[src/rtl/otter_pkg.sv]
// Shared opcode constants, NOP encoding and EX-stage control bundle for the OTTER pipeline.
package otter_pkg;

  localparam logic [6:0] OP_LUI    = 7'b0110111;
  localparam logic [6:0] OP_AUIPC  = 7'b0010111;
  localparam logic [6:0] OP_JAL    = 7'b1101111;
  localparam logic [6:0] OP_JALR   = 7'b1100111;
  localparam logic [6:0] OP_BRANCH = 7'b1100011;
  localparam logic [6:0] OP_LOAD   = 7'b0000011;
  localparam logic [6:0] OP_STORE  = 7'b0100011;
  localparam logic [6:0] OP_IMM    = 7'b0010011;
  localparam logic [6:0] OP_REG    = 7'b0110011;

  localparam logic [31:0] NOP_INSTR = 32'h0000_0013;

  typedef struct packed {
    logic [3:0] alu_fun;
    logic       alu_srca;
    logic [1:0] alu_srcb;
    logic [1:0] rf_wr_sel;
    logic       reg_write;
    logic       mem_we2;
    logic       mem_rden2;
    logic       branch;
  } ex_ctrl_t;

  function automatic logic uses_rs1(input logic [6:0] op);
    return (op == OP_JALR) || (op == OP_LOAD) || (op == OP_STORE) ||
           (op == OP_IMM) || (op == OP_REG) || (op == OP_BRANCH);
  endfunction

  function automatic logic uses_rs2(input logic [6:0] op);
    return (op == OP_STORE) || (op == OP_REG) || (op == OP_BRANCH);
  endfunction

endpackage

[src/rtl/hazard_detect.sv]
// Load-use hazard detection between the instruction in decode and a load sitting in EX.
module hazard_detect
  import otter_pkg::*;
(
  input  logic [31:0] i_id_ir,
  input  logic        i_id_valid,
  input  logic [4:0]  i_ex_rd,
  input  logic        i_ex_mem_rden2,
  input  logic        i_ex_valid,
  output logic        o_haz
);

  logic [6:0] w_op;
  logic       w_rs1_hit;
  logic       w_rs2_hit;

  always_comb begin
    w_op      = i_id_ir[6:0];
    w_rs1_hit = uses_rs1(w_op) && (i_id_ir[19:15] == i_ex_rd);
    w_rs2_hit = uses_rs2(w_op) && (i_id_ir[24:20] == i_ex_rd);
    o_haz     = i_ex_valid && i_ex_mem_rden2 && (i_ex_rd != 5'd0) && i_id_valid &&
                (w_rs1_hit || w_rs2_hit);
  end

endmodule

[src/rtl/id_ex_pipe.sv]
// ID/EX pipeline register with load-use bubble insertion, flush, hold and saturating counters.
module id_ex_pipe
  import otter_pkg::*;
#(
  parameter int unsigned CNT_W = 16
) (
  input  logic             i_clk,
  input  logic             i_rst,
  input  logic             i_id_valid,
  input  logic [31:0]      i_id_pc,
  input  logic [31:0]      i_id_ir,
  input  logic [31:0]      i_id_rs1_data,
  input  logic [31:0]      i_id_rs2_data,
  input  logic [3:0]       i_alu_fun,
  input  logic             i_alu_srca,
  input  logic [1:0]       i_alu_srcb,
  input  logic [1:0]       i_rf_wr_sel,
  input  logic             i_reg_write,
  input  logic             i_mem_we2,
  input  logic             i_mem_rden2,
  input  logic             i_branch,
  input  logic             i_flush,
  input  logic             i_ex_hold,
  output logic             o_ex_valid,
  output logic [31:0]      o_ex_pc,
  output logic [31:0]      o_ex_ir,
  output logic [31:0]      o_ex_rs1_data,
  output logic [31:0]      o_ex_rs2_data,
  output logic [3:0]       o_ex_alu_fun,
  output logic             o_ex_alu_srca,
  output logic [1:0]       o_ex_alu_srcb,
  output logic [1:0]       o_ex_rf_wr_sel,
  output logic             o_ex_reg_write,
  output logic             o_ex_mem_we2,
  output logic             o_ex_mem_rden2,
  output logic             o_ex_branch,
  output logic [4:0]       o_ex_rd,
  output logic             o_stall_id,
  output logic [CNT_W-1:0] o_stall_cnt,
  output logic [CNT_W-1:0] o_flush_cnt
);

  logic             r_valid;
  logic [31:0]      r_pc;
  logic [31:0]      r_ir;
  logic [31:0]      r_rs1;
  logic [31:0]      r_rs2;
  ex_ctrl_t         r_ctrl;
  logic [CNT_W-1:0] r_stall_cnt;
  logic [CNT_W-1:0] r_flush_cnt;

  logic     w_haz;
  logic     w_no_wb;
  ex_ctrl_t w_ctrl_in;

  hazard_detect u_hazard_detect (
    .i_id_ir       (i_id_ir),
    .i_id_valid    (i_id_valid),
    .i_ex_rd       (r_ir[11:7]),
    .i_ex_mem_rden2(r_ctrl.mem_rden2),
    .i_ex_valid    (r_valid),
    .o_haz         (w_haz)
  );

  // Branches and stores never write the register file, whatever the decoder says.
  always_comb begin
    w_no_wb             = (i_id_ir[6:0] == OP_BRANCH) || (i_id_ir[6:0] == OP_STORE);
    w_ctrl_in.alu_fun   = i_alu_fun;
    w_ctrl_in.alu_srca  = i_alu_srca;
    w_ctrl_in.alu_srcb  = i_alu_srcb;
    w_ctrl_in.rf_wr_sel = i_rf_wr_sel;
    w_ctrl_in.reg_write = i_reg_write && i_id_valid && !w_no_wb;
    w_ctrl_in.mem_we2   = i_mem_we2 && i_id_valid;
    w_ctrl_in.mem_rden2 = i_mem_rden2 && i_id_valid;
    w_ctrl_in.branch    = i_branch && i_id_valid;
  end

  always_ff @(posedge i_clk) begin
    if (i_rst) begin
      r_valid     <= 1'b0;
      r_pc        <= '0;
      r_ir        <= NOP_INSTR;
      r_rs1       <= '0;
      r_rs2       <= '0;
      r_ctrl      <= '0;
      r_stall_cnt <= '0;
      r_flush_cnt <= '0;
    end else if (i_ex_hold) begin
      r_valid <= r_valid;
    end else if (i_flush || w_haz) begin
      r_valid <= 1'b0;
      r_pc    <= '0;
      r_ir    <= NOP_INSTR;
      r_rs1   <= '0;
      r_rs2   <= '0;
      r_ctrl  <= '0;
      // A flush wins over a coincident hazard and is the only event counted.
      if (i_flush) begin
        if (r_flush_cnt != '1) r_flush_cnt <= r_flush_cnt + 1'b1;
      end else begin
        if (r_stall_cnt != '1) r_stall_cnt <= r_stall_cnt + 1'b1;
      end
    end else begin
      r_valid <= i_id_valid;
      r_pc    <= i_id_pc;
      r_ir    <= i_id_ir;
      r_rs1   <= i_id_rs1_data;
      r_rs2   <= i_id_rs2_data;
      r_ctrl  <= w_ctrl_in;
    end
  end

  always_comb begin
    o_ex_valid     = r_valid;
    o_ex_pc        = r_pc;
    o_ex_ir        = r_ir;
    o_ex_rs1_data  = r_rs1;
    o_ex_rs2_data  = r_rs2;
    o_ex_alu_fun   = r_ctrl.alu_fun;
    o_ex_alu_srca  = r_ctrl.alu_srca;
    o_ex_alu_srcb  = r_ctrl.alu_srcb;
    o_ex_rf_wr_sel = r_ctrl.rf_wr_sel;
    o_ex_reg_write = r_ctrl.reg_write;
    o_ex_mem_we2   = r_ctrl.mem_we2;
    o_ex_mem_rden2 = r_ctrl.mem_rden2;
    o_ex_branch    = r_ctrl.branch;
    o_ex_rd        = r_ir[11:7];
    o_stall_id     = i_ex_hold || (w_haz && !i_flush);
    o_stall_cnt    = r_stall_cnt;
    o_flush_cnt    = r_flush_cnt;
  end

endmodule
[config.mk]
export PLATFORM = sky130hd
export DESIGN_NAME = id_ex_pipe
export DESIGN_NICKNAME = d
export VERILOG_FILES = /design/src/rtl/otter_pkg.sv /design/src/rtl/hazard_detect.sv /design/src/rtl/id_ex_pipe.sv
export SDC_FILE = /design/constraint.sdc
export NUM_CORES = 1
export LEC_CHECK = 0
export CAP_MARGIN = 20
export CORE_ASPECT_RATIO = 1.5
export CORE_MARGIN = 4
export CORE_UTILIZATION = 30
export CTS_CLUSTER_SIZE = 28
export DETAILED_ROUTE_END_ITERATION = 6
export PLACE_DENSITY = 0.67
export SLEW_MARGIN = 5
export SYNTH_ARGS = -nofsm -noshare
export SYNTH_HDL_FRONTEND = slang
export SYNTH_SLANG_ARGS = --single-unit
[constraint.sdc]
create_clock -name i_clk -period 5.6 [get_ports i_clk]
set_clock_uncertainty 0.15 [all_clocks]
set_input_delay 1.12 -clock i_clk [delete_from_list [all_inputs] [get_ports i_clk]]
set_output_delay 1.12 -clock i_clk [all_outputs]
set_load 0.02 [all_outputs]
==> qor.yml, run 1 <==
run_status:
  status: "finished, final reports clean"
synth:
  ys_ff_latch: 174
  netlist_instances: 714
  yosysMostFrequentCell: "dfxtp_1"
  ys_async_sr_fraction: 0
  syn_area_per_cell_sq_um: 9.35
  synth_ff_type: "dfxtp_1"
  ys_seq_area_frac: 0.522
  ys_types: 38
  synth_largest_area_cell: "dfxtp_1"
  synth_top_area_frac: 0.522
  synth_area_leaders: "dfxtp_1 (52%), a32oi_1 (18%), nor2_1 (9.0%), clkbuf_1 (2.9%), xnor2_1 (1.7%)"
  syn_area_sq_um: 6680
  syn-num-nets: 862
  synth_commonest_cells: "dfxtp_1 (174), nor2_1 (160), a32oi_1 (134), clkbuf_1 (52), a21oi_1 (22)"
  yosys_warnings: 0
  synth_edf_count: 0
layout:
  design_area_sq_um: 10600
  syn2layout_area_growth_pct: 58.4
  finalNetCount: 1135
  drive_gt1_frac: 0.0420
  diodes: 0
sta:
  fin_ws_ps: 1030
  period_minus_slack_ps: 4570
  slew_violations: 0
  worstMarginPinSlew_ps: 1080
  rsz0062_at_grt: "false"
  setup_tns_ps: 0
  holdWs_ps: 311
  hold_viol: 0
  min_period_over_period: 0.815
  relSlewSlack: 0.279
  setup_viol: 0
  max_freq_mhz: 219
pwr:
  pwr-share-clk: 0.409
  p_per_area_nw_per_um2: 268
  power_leakage_nw: 3.61
  swShare: 0.248
  p_int_mw: 2.13
  pwr-share-comb: 0.133
  ir_drop_v: 0.000179
  power_switching_mw: 0.703
  power_mw: 2.84
  power_frac_seq: 0.458
placed_design:
  dp_hpwl_mm: 16.2
  place_ws_ps: 1000
  dpl-instance-area_sq_um: 10000
  place_congestion: 0.791
  port_buffers: 325
worst_setup_path:
  worstPathRequired_ps: 4330
  r2r_start: "o_ex_ir[9]$_SDFFE_PP0N_"
  crit_fanout: 3
  start_kind: "primary input"
  arrival_ps: 3300
  worstSetupStartpoint: "i_id_ir[3]"
  cp-end-kind: "output pin"
  worstSetupPathType: "primary input to output pin"
cts:
  clk_pin_slew_ps: 60
  numCtsBuffers: 17
  cts_tree: "yes"
  post-cts-setup-buffer-count: 0
  clk_path_buf_depth: 2
  clk_latency_ps: 430
  cts_root_buf: "clkbuf_16"
  postCtsHoldBufs: 0
  clock_sinks: 174
  cts_max_level: 4
  ctsResizeCount: 0
die:
  start_util: 0.306
  io_pins: 326
  die_w_microns: 130
  coreArea_sq_um: 21800
  die-area_sq_um: 24800
  rows: 66
  die_h_microns: 191
drt:
  num_vias: 6791
  ant_nets: 0
  first_iter_violations: 474
  route.detailed.drc: 0
  routed_wl_mm: 24.1
  wl_per_cell_microns: 18.9
  vias_per_cell: 5.34
  drtPass1Iterations: 5
global_route:
  grt_start_max_net_pins: 97
  grt_pass1_wl_mm: 36.1
  overflow: 0
  grt_usage: 0.185
  grt_antenna_before_repair: 1
  grt_pass1_vias: 6486
worst_hold_path:
  hold_path_class: "register to register"
  worstHoldStart: "o_ex_mem_we2$_SDFFE_PP0N_"
flow_run:
  maxCapViolCount: 0
==> metal layers <==
layer | part of all wire | global-route usage | up-vias
met5 | 0.00054 | 0 | -
met4 | 0.039 | 0.0848 | 2
met1 | 0.38 | 0.214 | 3259
met3 | 0.070 | 0.0563 | 50
met2 | 0.51 | 0.309 | 269
li1 | - | - | 3211
==> worst max-delay path, cell delays in order <==
cell	delay, ps
clkdlybuf4s50_1	410
nand3b_1	290
nor4_1	540
o21ai_4	130
o21bai_1	150
clkdlybuf4s50_1	650
==> power by group through the flow <==
stage	Sequential, mW	Combinational [mW]	Clock (mW)
5_1_grt	1.30	0.401	1.25
3_3_place_gp	1.33	0.376	0
6_report	1.30	0.376	1.16
2_1_floorplan	1.37	0.112	0
4_1_cts	1.30	0.379	1.20
3_5_place_dp	1.33	0.377	0
==> layout make-up <==
type	instances	area, sq um
multi-input combinational	458	2850
clock inverter	9	85.1
timing repair buffer	331	3310
sequential	174	3480
fill	2086	11200
clock buffer	23	488
tap	272	340
inverter	5	18.8
==> final timing paths <==
path | slack [ps] | to | depth (start not counted)
max | 1030 | o_stall_id | 6
min | 310 | o_ex_mem_we2$_SDFFE_PP0N_ | 2
max reg2reg | 2090 | o_ex_ir[20]$_SDFFE_PP0N_ | 8
min reg2reg | 310 | o_ex_mem_we2$_SDFFE_PP0N_ | 2
==> metrics by stage <==
stage,instances,utilization
2_1_floorplan,714,-
3_3_place_gp,1240,0.459
3_5_place_dp,1240,0.459
4_1_cts,1272,0.485
5_1_grt,1272,0.485
6_report,1272,0.485
==> flip-flops by register name (all words and copies together) (netlist names) <==
register and flops:
o_ex_rs2_data 32, o_ex_rf_wr_sel 2, o_ex_alu_srcb 2, o_ex_branch 1, o_ex_alu_srca 1, o_ex_mem_rden2 1
o_ex_pc 32, o_ex_ir 32, o_ex_rs1_data 32, o_flush_cnt 16, o_ex_reg_write 1, o_ex_valid 1
o_ex_mem_we2 1, o_ex_alu_fun 4, o_stall_cnt 16
==> kinds of logic after synthesis <==
group | share of synthesized area
buffers and inverters | 0.0534
XOR/XNOR | 0.0289
multiplexers | 0.00469
AO/OA/AOI/OAI | 0.219
flip-flops | 0.522
AND/OR/NAND/NOR | 0.169
adder cells (fa/ha/maj) | 0.00375
==> cell usage in the layout (no fill, tap or decap), types with 3 or more instances in the layout <==
cell type and instances:
clkbuf_16 17, nand3_1 17, and3_1 5, xnor2_1 13, clkinv_2 3, nor2_1 159
nand4_1 7, xor2_1 9, o21ai_0 4, clkdlybuf4s50_1 323, o31ai_1 13, buf_4 7
o21bai_1 3, a32oi_1 134, and4_1 5, nor3_1 5, dfxtp_1 174, or3_1 5
nor2b_1 3, a21oi_1 22, inv_1 5, clkinvlp_4 3, or4_1 14, clkbuf_8 4
nand2_1 19
Note: power is estimated with default switching activity, not from simulation.
==> inputs of run 2 (changes only) <==
--- a/config.mk
+++ b/config.mk
@@ -11,7 +11,7 @@
 export CORE_UTILIZATION = 30
 export CTS_CLUSTER_SIZE = 28
 export DETAILED_ROUTE_END_ITERATION = 6
-export PLACE_DENSITY = 0.67
+export PLACE_DENSITY = 0.7
 export SLEW_MARGIN = 5
 export SYNTH_ARGS = -nofsm -noshare
 export SYNTH_HDL_FRONTEND = slang
==> constraint.sdc (replaced) <==
create_clock -name i_clk -period 3.76 [get_ports i_clk]
set_clock_uncertainty 0.15 [all_clocks]
set_input_delay 0.752 -clock i_clk [delete_from_list [all_inputs] [get_ports i_clk]]
set_output_delay 0.752 -clock i_clk [all_outputs]
set_load 0.02 [all_outputs]
==> run 2 against run 1 <==
  * Clock-buffer cell count decreased by 5
  * Critical endpoint unchanged
  * Non-clock buffer count grew 5
  * First-iteration DRC count decreased by 5.3%
==> qor.yml, run 2 (synthesis gave the netlist of run 1 again) <==
run_status:
  status: "finished, final reports clean"
worst_setup_path:
  crit_fanout: 2  # -1
  r2r_start: "o_ex_ir[9]$_SDFFE_PP0N_"
  cp-end-kind: "output pin"
  arrival_ps: 2560  # -740 ps
  worstSetupStartpoint: "i_id_ir[22]"
  worstPathRequired_ps: 2860  # -1470 ps
  ff2ff_path_depth: 8  # unchanged
  rr_endpoint: "o_stall_cnt[10]$_SDFFE_PP0P_"
  worstSetupPathType: "primary input to output pin"
  critPathCapture: "o_stall_id"
  rrSetupSlack_ps: 900  # -1190 ps
  start_kind: "primary input"
sta:
  setup_viol: 0  # unchanged
  slew_violations: 0  # unchanged
  min_period_over_period: 0.921
  fin_ws_ps: 297  # -737 ps
  setup_tns_ps: 0  # unchanged
  rsz0062_at_grt: "false"
  max_freq_mhz: 289
  relSlewSlack: 0.333  # +0.0540
  worstMarginPinSlew_ps: 1000  # -81.0 ps
  period_minus_slack_ps: 3460
  hold_viol: 0  # unchanged
placed_design:
  place_ws_ps: 5.29  # -995 ps
  port_buffers: 325  # unchanged
  dp_hpwl_mm: 16.2  # +0.24%
  place_congestion: 0.811  # +2.5%
layout:
  syn2layout_area_growth_pct: 59.1
  finalNetCount: 1140  # +0.44%
  drive_gt1_frac: 0.0488  # +0.00676
  diodes: 0  # unchanged
  final_cell_mix: "clkdlybuf4s50_1 (322), dfxtp_1 (174), nor2_1 (159)"
  final_common_cell: "clkdlybuf4s50_1"
drt:
  wl_per_cell_microns: 18.6  # -1.9%
  num_vias: 6799  # +0.12%
  ant_nets: 0  # unchanged
  vias_per_cell: 5.32  # -0.27%
  routed_wl_mm: 23.7  # -1.5%
  first_iter_violations: 449  # -5.3%
  route.detailed.drc: 0  # unchanged
  drtPass1Iterations: 5  # unchanged
global_route:
  grt_pass1_vias: 6636  # +2.3%
  overflow: 0  # unchanged
  grt_start_max_net_pins: 136  # +40%
  grt_pass1_wl_mm: 36.3  # +0.67%
  grt_usage: 0.185  # +0.000361
  grt_antenna_before_repair: 0  # -1
cts:
  clk_pin_slew_ps: 70  # about the same
  ctsResizeCount: 1  # +1
  cts_root_buf: "clkbuf_16"
  clk_latency_ps: 420  # about the same
  clk_path_buf_depth: 2  # unchanged
  cts_tree: "yes"
  clock_sinks: 174  # unchanged
  post-cts-setup-buffer-count: 0  # unchanged
  cts_max_level: 4  # unchanged
  postCtsHoldBufs: 0  # unchanged
  numCtsBuffers: 17  # unchanged
die:
  die_h_microns: 191  # unchanged
  die-area_sq_um: 24800  # unchanged
  io_pins: 326  # unchanged
  rows: 66  # unchanged
  start_util: 0.306  # unchanged
  coreArea_sq_um: 21800  # unchanged
  die_w_microns: 130  # unchanged
pwr:
  pwr-share-comb: 0.134  # about the same
  power_switching_mw: 1.07  # +52%
  p_int_mw: 3.13  # +47%
  power_frac_seq: 0.461  # +0.003
  p_per_area_nw_per_um2: 396  # +47%
  power_mw: 4.20  # +48%
  power_leakage_nw: 3.65  # +1.0%
  pwr-share-clk: 0.405  # -0.004
  ir_drop_v: 0.000266  # +49%
  swShare: 0.255  # +0.00731
flow_run:
  maxCapViolCount: 0  # unchanged
worst_hold_path:
  hold_path_class: "register to register"
[run 2: worst max-delay path: stages]
cell and delay [ps]:
clkdlybuf4s50_1 510, xnor2_1 130, nand4_1 170, nor4_2 400
o21ai_4 110, o21bai_1 140, dlygate4sd2_1 350
[run 2: area by class of cell]
| type | instances | area, sq um |
|---|---|---|
| Clock inverter | 14 | 119 |
| Timing Repair Buffer | 336 | 3370 |
| Multi-Input combinational cell | 458 | 2850 |
| Fill cell | 2045 | 11200 |
| Tap cell | 272 | 340 |
| Sequential cell | 174 | 3480 |
| Inverter | 5 | 18.8 |
| Clock buffer | 18 | 439 |
[run 2: power groups by stage]
stage          combinational [mW]  sequential (mW)  clock (mW)
2_1_floorplan               0.168             2.05           0
3_3_place_gp                0.561             1.98           0
6_report                    0.562             1.94        1.70
4_1_cts                     0.565             1.94        1.75
5_1_grt                     0.601             1.94        1.82
3_5_place_dp                0.562             1.98           0
[run 2: stage by stage]
stage / hold slack, ps / utilization / cell area [sq um] / std cells
after floorplan: 391 / - / 6680 / 714
after CTS: 316 / 0.487 / 10600 / 1277
final: 311 / 0.487 / 10600 / 1277
after global routing: 348 / 0.487 / 10600 / 1277
after global placement: 302 / 0.462 / 10100 / 1245
after detailed placement: 307 / 0.462 / 10100 / 1245
[run 2: per-layer routing]
metal / global-route usage / share of wire / vias to the layer above / routed length (microns)
met3: 0.0547 / 0.074 / 44 / 1750
met5: 0 / 0 / - / 0
met2: 0.312 / 0.51 / 269 / 12100
met4: 0.0848 / 0.038 / 0 / 891
met1: 0.213 / 0.38 / 3281 / 8960
li1: - / - / 3205 / -
[run 2: how the worst min path moves through the flow]
stage	depth (start not counted)	slack [ps]	endpoint	start
global placement	2	300	o_ex_reg_write$_SDFFE_PP0N_	o_ex_reg_write$_SDFFE_PP0N_
detailed placement	2	310	o_ex_branch$_SDFFE_PP0N_	o_ex_branch$_SDFFE_PP0N_
global route	2	350	o_ex_rs2_data[29]$_SDFFE_PP0N_	o_ex_rs2_data[29]$_SDFFE_PP0N_
floorplan	2	390	o_ex_branch$_SDFFE_PP0N_	o_ex_branch$_SDFFE_PP0N_
finish	2	310	o_ex_branch$_SDFFE_PP0N_	o_ex_branch$_SDFFE_PP0N_
CTS	2	320	o_ex_branch$_SDFFE_PP0N_	o_ex_branch$_SDFFE_PP0N_
